## src/rtl/mux4x1_sched_pkg.sv

```systemverilog
// Shared definitions for the 4-lane byte scheduler: FSM states, lane count
// and the COM idle symbol.
package mux_sched_pkg;

  typedef enum logic {
    IDLE = 1'b0,
    SEND = 1'b1
  } sched_state_t;

  localparam int          LANES   = 4;
  localparam logic [7:0]  COM_SYM = 8'hBC;

endpackage

```

## src/rtl/mux4x1_sched_if.sv

```systemverilog
// Bus bundle for mux4x1_sched: lane inputs, load/hold controls and the
// emitted byte stream with status.
//
// Handshake: a group is transferred on a rising edge where load && ready.
// ready is combinational. hold stalls emission; while hold is high in SEND
// nothing advances and no group is accepted.
interface mux4x1_sched_if #(
  parameter int WIDTH = 8
);
  logic [WIDTH-1:0] in0;
  logic [WIDTH-1:0] in1;
  logic [WIDTH-1:0] in2;
  logic [WIDTH-1:0] in3;
  logic [3:0]       valid;
  logic             load;
  logic             hold;
  logic             ready;
  logic [WIDTH-1:0] out;
  logic             validout;
  logic [1:0]       lane;
  logic             busy;
  logic [7:0]       drop_cnt;

  // Scheduler side.
  modport slave (
    input  in0, in1, in2, in3, valid, load, hold,
    output ready, out, validout, lane, busy, drop_cnt
  );

  // Producer / consumer side.
  modport master (
    output in0, in1, in2, in3, valid, load, hold,
    input  ready, out, validout, lane, busy, drop_cnt
  );
endinterface

```

## src/rtl/mux4x1_sched_lane_pick4.sv

```systemverilog
// Lowest-set-bit encoder for a 4-bit lane mask, also reporting whether any
// bit is set and whether exactly one bit is set.
module lane_pick4 (
  input  logic [3:0] mask,
  output logic [1:0] idx,
  output logic       any,
  output logic       onehot
);

  // Priority-encode the lowest pending lane and classify the mask.
  always_comb begin
    idx    = 2'd0;
    any    = |mask;
    onehot = 1'b0;
    casez (mask)
      4'b???1: idx = 2'd0;
      4'b??10: idx = 2'd1;
      4'b?100: idx = 2'd2;
      4'b1000: idx = 2'd3;
      default: idx = 2'd0;
    endcase
    case (mask)
      4'b0001, 4'b0010, 4'b0100, 4'b1000: onehot = 1'b1;
      default:                            onehot = 1'b0;
    endcase
  end

endmodule

```

## src/rtl/mux4x1_sched.sv

```systemverilog
// mux4x1_sched: captures a group of four lane bytes with a valid mask and
// emits the valid bytes one per clock in ascending lane order.
// Optional macro MUX4X1_SCHED_IDLE_SYM_EN: drive the COM symbol on out
// during reset, idle and hold cycles instead of 0 / last value.
// busy mirrors the FSM state register (1 = SEND) for observation.
module mux4x1_sched
  import mux_sched_pkg::*;
#(
  parameter int WIDTH = 8
) (
  input logic             clk,
  input logic             reset,
  mux4x1_sched_if.slave   bus
);

`ifdef MUX4X1_SCHED_IDLE_SYM_EN
  localparam logic [WIDTH-1:0] IDLE_OUT = WIDTH'(COM_SYM);
`else
  localparam logic [WIDTH-1:0] IDLE_OUT = '0;
`endif

  sched_state_t     state_q, state_d;
  logic [3:0]       pending_q, pending_d;
  logic [WIDTH-1:0] data_q [LANES];
  logic [WIDTH-1:0] in_w   [LANES];
  logic [WIDTH-1:0] out_q;
  logic             validout_q;
  logic [1:0]       lane_q;
  logic [7:0]       drop_q;

  logic [1:0]       idx;
  logic             any;
  logic             onehot;
  logic             ready_c;
  logic             accept;
  logic             emit;

  assign in_w[0] = bus.in0;
  assign in_w[1] = bus.in1;
  assign in_w[2] = bus.in2;
  assign in_w[3] = bus.in3;

  lane_pick4 u_pick (
    .mask   (pending_q),
    .idx    (idx),
    .any    (any),
    .onehot (onehot)
  );

  // A new group fits when idle, or when the byte leaving this edge is the last.
  assign ready_c = (state_q == IDLE) || (onehot && !bus.hold);
  assign accept  = bus.load && ready_c;
  assign emit    = (state_q == SEND) && !bus.hold && any;

  // Next-state and pending-mask update.
  always_comb begin
    state_d   = state_q;
    pending_d = pending_q;
    case (state_q)
      IDLE: begin
        if (accept) begin
          pending_d = bus.valid;
          state_d   = (|bus.valid) ? SEND : IDLE;
        end
      end
      SEND: begin
        if (emit) begin
          pending_d = pending_q & ~(4'b0001 << idx);
          // accept in SEND implies this emit drains the last pending lane
          if (accept) begin
            pending_d = bus.valid;
            state_d   = (|bus.valid) ? SEND : IDLE;
          end else if (onehot) begin
            state_d = IDLE;
          end
        end
      end
      default: begin
        state_d   = IDLE;
        pending_d = 4'b0000;
      end
    endcase
  end

  // State, pending mask and refused-load counter.
  always_ff @(posedge clk) begin
    if (reset) begin
      state_q   <= IDLE;
      pending_q <= 4'b0000;
      drop_q    <= 8'd0;
    end else begin
      state_q   <= state_d;
      pending_q <= pending_d;
      if (bus.load && !ready_c && drop_q != 8'hFF) begin
        drop_q <= drop_q + 8'd1;
      end
    end
  end

  // Lane data capture on an accepted load.
  always_ff @(posedge clk) begin
    if (reset) begin
      for (int i = 0; i < LANES; i++) data_q[i] <= '0;
    end else if (accept) begin
      for (int i = 0; i < LANES; i++) data_q[i] <= in_w[i];
    end
  end

  // Registered output byte, lane index and valid flag.
  always_ff @(posedge clk) begin
    if (reset) begin
      out_q      <= IDLE_OUT;
      validout_q <= 1'b0;
      lane_q     <= 2'd0;
    end else if (state_q == IDLE) begin
      out_q      <= IDLE_OUT;
      validout_q <= 1'b0;
      lane_q     <= 2'd0;
    end else if (emit) begin
      out_q      <= data_q[idx];
      validout_q <= 1'b1;
      lane_q     <= idx;
    end else begin
      validout_q <= 1'b0;
`ifdef MUX4X1_SCHED_IDLE_SYM_EN
      out_q      <= IDLE_OUT;
`endif
    end
  end

  assign bus.ready    = ready_c;
  assign bus.out      = out_q;
  assign bus.validout = validout_q;
  assign bus.lane     = lane_q;
  assign bus.busy     = (state_q == SEND);
  assign bus.drop_cnt = drop_q;

endmodule

```

## src/flat_wrapper.sv

```systemverilog
// flat-port wrapper written by rule: the top's interface ports become plain ports
module mux4x1_sched_flat import mux_sched_pkg::*;
#(
  parameter int WIDTH = 8
)
  (clk, reset, bus_in0, bus_in1, bus_in2, bus_in3, bus_valid, bus_load, bus_hold, bus_ready, bus_out, bus_validout, bus_lane, bus_busy, bus_drop_cnt);
  mux4x1_sched_if #(.WIDTH(WIDTH)) bus_i ();
  input logic clk;
  input logic reset;
  input wire logic [$bits(bus_i.in0)-1:0] bus_in0;
  input wire logic [$bits(bus_i.in1)-1:0] bus_in1;
  input wire logic [$bits(bus_i.in2)-1:0] bus_in2;
  input wire logic [$bits(bus_i.in3)-1:0] bus_in3;
  input wire logic [$bits(bus_i.valid)-1:0] bus_valid;
  input wire logic [$bits(bus_i.load)-1:0] bus_load;
  input wire logic [$bits(bus_i.hold)-1:0] bus_hold;
  output wire logic [$bits(bus_i.ready)-1:0] bus_ready;
  output wire logic [$bits(bus_i.out)-1:0] bus_out;
  output wire logic [$bits(bus_i.validout)-1:0] bus_validout;
  output wire logic [$bits(bus_i.lane)-1:0] bus_lane;
  output wire logic [$bits(bus_i.busy)-1:0] bus_busy;
  output wire logic [$bits(bus_i.drop_cnt)-1:0] bus_drop_cnt;
  assign bus_i.in0 = bus_in0;
  assign bus_i.in1 = bus_in1;
  assign bus_i.in2 = bus_in2;
  assign bus_i.in3 = bus_in3;
  assign bus_i.valid = bus_valid;
  assign bus_i.load = bus_load;
  assign bus_i.hold = bus_hold;
  assign bus_ready = bus_i.ready;
  assign bus_out = bus_i.out;
  assign bus_validout = bus_i.validout;
  assign bus_lane = bus_i.lane;
  assign bus_busy = bus_i.busy;
  assign bus_drop_cnt = bus_i.drop_cnt;
  mux4x1_sched #(.WIDTH(WIDTH)) u_core (.clk(clk), .reset(reset), .bus(bus_i));
endmodule
```

## config.mk

```make
export PLATFORM = sky130hd
export DESIGN_NAME = mux4x1_sched_flat
export DESIGN_NICKNAME = d
export VERILOG_FILES = /design/src/rtl/mux4x1_sched_pkg.sv /design/src/rtl/mux4x1_sched_if.sv /design/src/rtl/mux4x1_sched_lane_pick4.sv /design/src/rtl/mux4x1_sched.sv /design/src/flat_wrapper.sv
export SDC_FILE = /design/constraint.sdc
export NUM_CORES = 1
export LEC_CHECK = 0
export CAP_MARGIN = 0
export CORE_UTILIZATION = 49
export CTS_CLUSTER_DIAMETER = 80
export DETAILED_ROUTE_END_ITERATION = 10
export PLACE_DENSITY_LB_ADDON = 0.1
export SKIP_LAST_GASP = 1
export SLEW_MARGIN = 20
export SYNTH_ARGS = -nofsm -noshare
export SYNTH_HDL_FRONTEND = slang
export SYNTH_SLANG_ARGS = --single-unit
```

## constraint.sdc

```tcl
create_clock -name clk -period 2.8 [get_ports clk]
set_input_delay 0.84 -clock clk [delete_from_list [all_inputs] [get_ports clk]]
set_output_delay 0.84 -clock clk [all_outputs]
set_load 0.02 [all_outputs]
```

---- After elaboration in Yosys (flattened, before gate mapping) ----
Memories as Yosys holds them, arrays and structs flattened. A register that Yosys moved wholly into a read port is not among the register bits.
Index checks and enable logic that the tools add are counted.
operators by class
  add/sub/neg operators ................... 1
  eq/ne operators ......................... 9
  shift operators ......................... 1
  mux-type cells .......................... 22
  bitwise operators ....................... 7
  reduce and logical (&&, ||, !) cells .... 14
operators by type and width
  kind                                             number
  2-to-1 mux 8 bit                                 4
  2-to-1 mux 1 bit                                 12
  2-to-1 mux 4 bit                                 3
  OR reduction 4 bit                               3
  adder 8 x 1 -> 8 bit, second input constant      1
  != test 8 bit, second input constant             1
  case mux 4 bit (2 select lines)                  1
  logical AND 1 bit                                6
  case mux 2 bit (3 select lines)                  1
  bitwise AND 4 bit                                1
  == test 4 x 1 -> 1 bit, second input constant    1
  == test 4 x 2 -> 1 bit, second input constant    1
  == test 4 x 3 -> 1 bit, second input constant    1
  == test 4 bit, second input constant             1
  NOT 4 bit                                        1
  bitwise OR 1 bit                                 4
  << shifter 1 x 2 -> 4 bit, first input constant  1
  == test 3 bit, second input constant             1
  == test 2 bit, second input constant             1
  zero test 1 bit                                  2
  != test 2 x 1 -> 1 bit, second input constant    1
  != test 2 bit, second input constant             1
  case mux 1 bit (2 select lines)                  1
  AND reduction 2 bit                              1
  other kinds (3)                                  3
storage, ports and cells
  flip-flop bits (word level) ............. 16
  bits in writable memories ............... 32
  bits of input ports ..................... 40
  output and inout bits ................... 21
  logic and storage cells ................. 60
  memories ................................ 1
memory list
  name           depth  bits a word  rd ports  clocked after Yosys merged registers in  wr ports  RTL line            text
  u_core.data_q  4      8            1         1                                        4         mux4x1_sched.sv:24  logic [WIDTH-1:0] data_q [LANES];

---- Logic depth before layout (Yosys ltp) ----
  depth after elaboration ................. 10
  mapped depth ............................ 8
  gate-level depth less buffers ........... 6

---- Cells and area by module ----
A second synthesis with hierarchy kept.
second synthesis, totals
  cells, all modules ...................... 222
  area total of the unflattened synthesis .. 2,507.4 um2
by module, submodules not included
  module        times used  cells an instance  area each (um2)  seq. area each (um2)
  mux4x1_sched  1           213                2,447.3          1,441.4
  lane_pick4    1           9                  60.1             0.0

---- Least setup slack after synthesis ----
OpenSTA, ideal clock, no wires.
  kind .................................... flip-flop to flip-flop
  from .................................... reg u_core.pending_q[3]
  to ...................................... mem u_core.data_q[0][0], enable pin
  setup time .............................. 0.387 ns
  data arrival time ....................... 2.125 ns
  data required time ...................... 2.413 ns
  setup slack ............................. 0.288 ns
  stages on the path, launching flop included .. 7
  path buffers ............................ 1
  clock period less this slack ............ 2.512 ns
  path through ............................ dfxtp_1 -> buf_6 -> or4b_1 -> o311a_1 -> o21ai_4 -> a21oi_1 -> inv_1
RTL lines
  element                 RTL line            text
  from (decl)             mux4x1_sched.sv:23  logic [3:0] pending_q, pending_d;
  from (signal assigned)  mux4x1_sched.sv:93  pending_q <= pending_d;
  to (decl)               mux4x1_sched.sv:24

---- Worst setup path after layout ----
  from .................................... reg u_core.pending_q[3]
  to ...................................... out bus_ready
on the way
  longest elaborated chain between the ends .. 5
RTL lines
  element                                               RTL line                       text
  == test 4 x 1 -> 1 bit, or another cell as far along  mux4x1_sched_lane_pick4.sv:22  case (mask)
  OR reduction 4 bit *                                  mux4x1_sched_lane_pick4.sv:22
  2-to-1 mux 1 bit *                                    mux4x1_sched_lane_pick4.sv:22
  logical AND 1 bit *                                   mux4x1_sched.sv:51             assign ready_c = (state_q == IDLE) || (onehot && !bus.hold);
  logical OR 1 bit *                                    mux4x1_sched.sv:51
  to (decl)                                             flat_wrapper.sv:17             output wire logic [$bits(bus_i.ready)-1:0] bus_ready;
Every way passes the cells marked *; elsewhere a longest branch is shown, timed or not.

==> summary.txt <==
Finish
  – Fillers: 399
  – Diode count: 0
  – Util after Layout: 67.9%
  – Area Growth Syn to Fin: 32.4%
  – Reg area: 1440 sq um
  – Multi-input gate area: 912 sq um
  – Number of nets in the layout: 333
  – Fraction of layout cells with a size suffix above 1: 8.53%

STA
  – Period utilization: 96.8%
  – Worst Clk Skew: 0.00540 ns
  – Measured slew at the worst slew-check pin: 0.925 ns
  – RSZ-0062 raised after global routing: no
  – F_max: 369 MHz
  – Slew headroom: 38.3%
  – Final hold vios: 0
  – Hold Slack: 0.446 ns
  – Final setup vio count: 0
  – Final max-slew violation count: 0
  – Final TNS setup: 0 ns
  – Crit path time final: 2.71 ns

Critical path
  – CP Launch Type: flop
  – R2r startpoint: u_core.pending_q[3]$_SDFFE_PP0P_
  – Critical Path Max Stage Delay: 0.52 ns
  – Top delay family on crit path: simple AND/OR/NAND/NOR gates
  – Worst setup path category: flop to primary output
  – Reg2reg end: u_core.data_q[2][0]$_SDFFCE_PN0P_
  – Max FO, Critical Path: 7
  – CP arrival: 1.87 ns
  – Crit-path slowest cell: or4b_1
  – FF-to-FF setup slack: 0.28 ns
  – Critical path buffers and inverters: 1
  – CP endpoint kind: primary output
  – Crit path required time: 1.96 ns
  – CP Cell Sequence: or4b_1 -> o311a_1 -> o21ai_4 -> clkdlybuf4s15_1
  – R2R cell count: 6

Yosys
  – Prevailing post-synth register cell: edfxtp_1
  – Cells after synthesis: 225
  – Syn Std Cell Area: 2460 sq um
  – Mean cell area of the mapped netlist: 10.9 sq um
  – Sequential share of the synthesized area: 58.7%
  – Count of state elements after synthesis: 56
  – Post-synth top area cell: edfxtp_1
  – Ys async rst share: 0%
  – Top cell type's share of synthesized area: 39.1%
  – Cell variety after synth: 39
  – EDFF count, synth: 32
  – Synth Net Count: 266
  – YS warnings: 0
  – Synth top area cells: edfxtp_1 (39%), dfxtp_1 (20%), and2_1 (8.2%)
  – Commonest cells in the netlist: and2_1 (32), edfxtp_1 (32), nand2_1 (27)

Pwr
  – Pwr Total: 1.63 mW
  – Peak VDD IR: 0.373 mV
  – PD cells: 502 nW/um^2
  – Leak Pwr: 1.20 nW

Die
  – Initial Util: 51.3%
  – Core Area: 4790 sq um
  – Die Footprint: 5300 sq um
  – FP Rows: 25
  – Die Y-Extent: 72.8 microns
  – I/O Pins: 61
  – Die W: 72.8 microns

GRT
  – Largest net degree at the start of global routing: 36
  – Grt ovf: 0
  – First-pass GRT wire length: 8000 microns
  – Tot GR Track Use: 20.1%
  – Vias in the first global route: 1701
  – Antenna violations before repair: 0

Clock network
  – Clk_lat worst skew: 0.31 ns
  – CTS tree: yes
  – Root buffer cell: clkbuf_8
  – CTS Buf Count: 5
  – Clock Pin Slew Worst Setup and Hold Paths: 0.10 ns
  – Post-CTS Setup Inserts: 0
  – H-Tree Depth: 2
  – CTS Sinks: 56
  – Clock buffer depth: 2

Place
  – Routability congestion estimate: 0.823
  – Port bufs: 60
  – DP Wirelength: 3530 microns

Route
  – Vias per cell: 5.21
  – Post-route ant nets: 0
  – DRC viols: 0
  – Routed via count: 1875
  – DR WL/cell: 13.2 microns
  – Aggregate routed wire length: 4750 microns
  – 1st-pass router iterations: 4
  – DR iter-0 viols: 92

Hold path
  – Hold_sp: u_core.bus.out[2]$_SDFFE_PP0P_
  – Hold WC Path Type: flop to flop
  – Hold EP: u_core.bus.out[2]$_SDFFE_PP0P_
  – Hold path depth: 2

Outcome
  – Outcome: finished clean

Run
  – Max cap viols: 0
per-layer routing:
metal,wire (microns),vias up,track usage [%]
li1,-,954,-
met4,57,0,6.54
met1,2080,860,26.1
met3,243,6,5.52
met2,2370,55,32.9
met5,0,-,0
layout by cell type (no fill, tap or decap), types with 3 or more instances in the layout:
cell / instances
a21oi_1: 9
o21ai_0: 12
nor3_1: 3
or4_1: 3
nand2b_1: 4
inv_1: 3
clkbuf_8: 6
buf_4: 14
clkdlybuf4s50_1: 59
dfxtp_1: 23
edfxtp_1: 32
o22ai_1: 8
nand2_1: 27
o31ai_1: 3
or3_1: 4
and2_1: 32
o221ai_1: 8
nor2_1: 13
metrics by stage:
step / std cells / setup WS [ns] / instance area, sq um
after detailed placement: 352 / -0.127 / 3150
final: 360 / 0.0904 / 3250
after global routing: 360 / 0.0134 / 3250
after global placement: 352 / -0.115 / 3150
after floorplan: 225 / 0.288 / 2460
after CTS: 360 / 0.0302 / 3250
state kept, by name, indices dropped and copies added, names as in the netlist:
signal	flops
u_core.bus.lane	2
u_core.pending_q	4
u_core.bus.drop_cnt	8
u_core.data_q	32
u_core.bus.busy	1
u_core.bus.validout	1
u_core.bus.out	8
worst min-delay path, stage by stage (launching register included):
cell and delay (ns):
dfxtp_1 0.32, nand2_1 0.05, nand2_1 0.04
worst max path at each step:
stage / start / depth (start not counted) / to
floorplan: u_core.pending_q[3]$_SDFFE_PP0P_ / 6 / u_core.data_q[0][0]$_SDFFCE_PN0P_
global placement: bus_hold / 3 / bus_ready
detailed placement: bus_hold / 3 / bus_ready
CTS: u_core.pending_q[2]$_SDFFE_PP0P_ / 4 / bus_ready
global route: u_core.pending_q[3]$_SDFFE_PP0P_ / 4 / bus_ready
finish: u_core.pending_q[3]$_SDFFE_PP0P_ / 4 / bus_ready
cell families (layout without fill, tap and decap cells):
| family | after synthesis | in the layout | share of synthesized area, % |
|---|---|---|---|
| flops | 56 | 56 | 58.7 |
| fa+ha+maj | 1 | 1 | 0.509 |
| mux | 2 | 2 | 0.815 |
| buf+inv | 17 | 85 | 4.18 |
| compound gates | 51 | 51 | 14.3 |
| simple gates | 95 | 95 | 20.4 |
| xor+xnor | 3 | 3 | 1.07 |
report_power, final:
group          switching (mW)  internal, mW  leakage [nW]  total, mW
Sequential             0.0214         0.922         0.541      0.943
Combinational           0.108         0.113         0.603      0.221
Clock                   0.264         0.203        0.0516      0.467
area by class of cell:
type | instances | share of cell area, %
inverters | 3 | 0.346
well taps | 67 | 2.58
repair buffers | 74 | 21.7
flip-flops and latches | 56 | 44.4
multi-input cells | 152 | 28.0
clock buffers | 6 | 2.54
clock inverters | 2 | 0.423
what timing repair did:
action	in CTS	in global routing
setup endpoints to repair	1	1
gates resized for setup	1	2
endpoints found under the hold margin	0	0
pin swaps	0	0
hold buffers	0	0
(Power assumes the default switching activity.)
==> variant, RTL diff (config.mk and constraints unchanged) <==
`WIDTH` is set to 8 in 3 places; all go to 10.
--- a/src/rtl/mux4x1_sched_if.sv
+++ b/src/rtl/mux4x1_sched_if.sv
@@ -5,7 +5,7 @@
 // ready is combinational. hold stalls emission; while hold is high in SEND
 // nothing advances and no group is accepted.
 interface mux4x1_sched_if #(
-  parameter int WIDTH = 8
+  parameter int WIDTH = 10
 );
   logic [WIDTH-1:0] in0;
   logic [WIDTH-1:0] in1;
--- a/src/rtl/mux4x1_sched.sv
+++ b/src/rtl/mux4x1_sched.sv
@@ -6,7 +6,7 @@
 module mux4x1_sched
   import mux_sched_pkg::*;
 #(
-  parameter int WIDTH = 8
+  parameter int WIDTH = 10
 ) (
   input logic             clk,
   input logic             reset,
--- a/src/flat_wrapper.sv
+++ b/src/flat_wrapper.sv
@@ -1,7 +1,7 @@
 // flat-port wrapper written by rule: the top's interface ports become plain ports
 module mux4x1_sched_flat import mux_sched_pkg::*;
 #(
-  parameter int WIDTH = 8
+  parameter int WIDTH = 10
 )
   (clk, reset, bus_in0, bus_in1, bus_in2, bus_in3, bus_valid, bus_load, bus_hold, bus_ready, bus_out, bus_validout, bus_lane, bus_busy, bus_drop_cnt);
   mux4x1_sched_if #(.WIDTH(WIDTH)) bus_i ();
Ports: changed (5 resized); port bits go from 61 to 71. The function was not compared with the original's and may differ.
==> variant against the unedited design <==
  * Synthesized area is 19% higher
  * Via count grew 15%
  * Critical path depth is 1 lower
  * Non-clock buffer count increased by 6
  * Wire length rose by 20%
  * Register-to-register slack better by 390 ps
  * Cell area grew 20%
  * Sequential cell count increased by 10
  * Total power increased by 32%
  * Setup slack improved by 63 ps
  * Clock skew is 2.6 ps higher
  * Sequential share of layout area fell by 0.32 points
  * Critical path type is now input pin to primary output
  * Largest cell class unchanged
==> variant: results (changes against the unedited design) <==
| Metric | Value |
|---|---|
| Status | complete, no violations |
| CP max FO | 2 (-5) |
| Inverters | 5 (+2) |
| Mapped Cells | 257 (+14%) |
| Met3 routed WL | 223 um (-8.2%) |
| Layout cells sized above 1 | 0.1078 (+0.02246) |
| Clock Latency Late Sink | 330 ps (+20 ps) |
| GRT Resource Usage Total | 0.2009 (-0.0005487) |
| Clk cell area share | 0.04930 (+0.01967) |
| Pleak | 1.416 nW (+18%) |
| Adder-cell share of the synthesized area | 0.004283 (-0.0008116) |
| Nets | 379 (+14%) |
| Vias in the first global route | 2067 (+22%) |
| CTS clk-pin slew, worst paths | 70 ps (-30 ps) |
| Clock buffer count | 10 (+4) |
| Post-synthesis mux area share | 0.04154 (+0.03339) |
| Total vias in the final route | 2153 (+15%) |
| Worst IR drop on VDD | 0.3518 mV (-5.6%) |
| Dominant cells by area after synthesis | edfxtp_1, dfxtp_1, and2_1 |
| Syn nets | 306 (+15%) |
| Measured slew at the worst slew-check pin | 616.0 ps (-308.9 ps) |
| CTS buffer count | 9 (+4) |
| DR iter-0 viols | 141 (+53%) |
| Seq area share | 0.4405 (-0.003170) |
| Seq cells post-synth | 66 (+18%) |
| Seq/Total Area, Yosys | 0.5893 (+0.002437) |
| Port buffer count | 70 (+17%) |
| EDFF count, synth | 40 (+25%) |
| CP arrival | 1810 ps (-60 ps) |
| Worst slack, placed | -110.1 ps (+17.33 ps) |
| Signal buf overhead | 0.2045 (-0.01246) |
| Yosys cell types | 43 (+10%) |
| Multi-In Gates | 168 (+11%) |
| Crit path max-delay cell type | clkdlybuf4s50_1 |
| Post-Route M1 WL | 2695 um (+30%) |
variant: power by group through the flow:
stage | registers [W] | logic, W | clock network, W
3_3_place_gp | 0.00114 | 0.000258 | 0
5_1_grt | 0.00113 | 0.000285 | 0.000835
2_1_floorplan | 0.00114 | 0.000142 | 0
4_1_cts | 0.00112 | 0.000262 | 0.000796
3_5_place_dp | 0.00114 | 0.000262 | 0
6_report | 0.00112 | 0.000259 | 0.000780
variant: path summary, 6_finish.rpt:
| path | from | endpoint | slack, ps | cells past startpoint |
|---|---|---|---|---|
| worst max-delay path | bus_hold | bus_ready | 150 | 3 |
| worst min-delay path | u_core.bus.lane[1] | u_core.bus.lane[1] | 460 | 2 |
| worst max register to register | u_core.pending_q[0] | u_core.bus.drop_cnt[0] | 670 | 7 |
| worst min register to register | u_core.bus.lane[1] | u_core.bus.lane[1] | 460 | 2 |
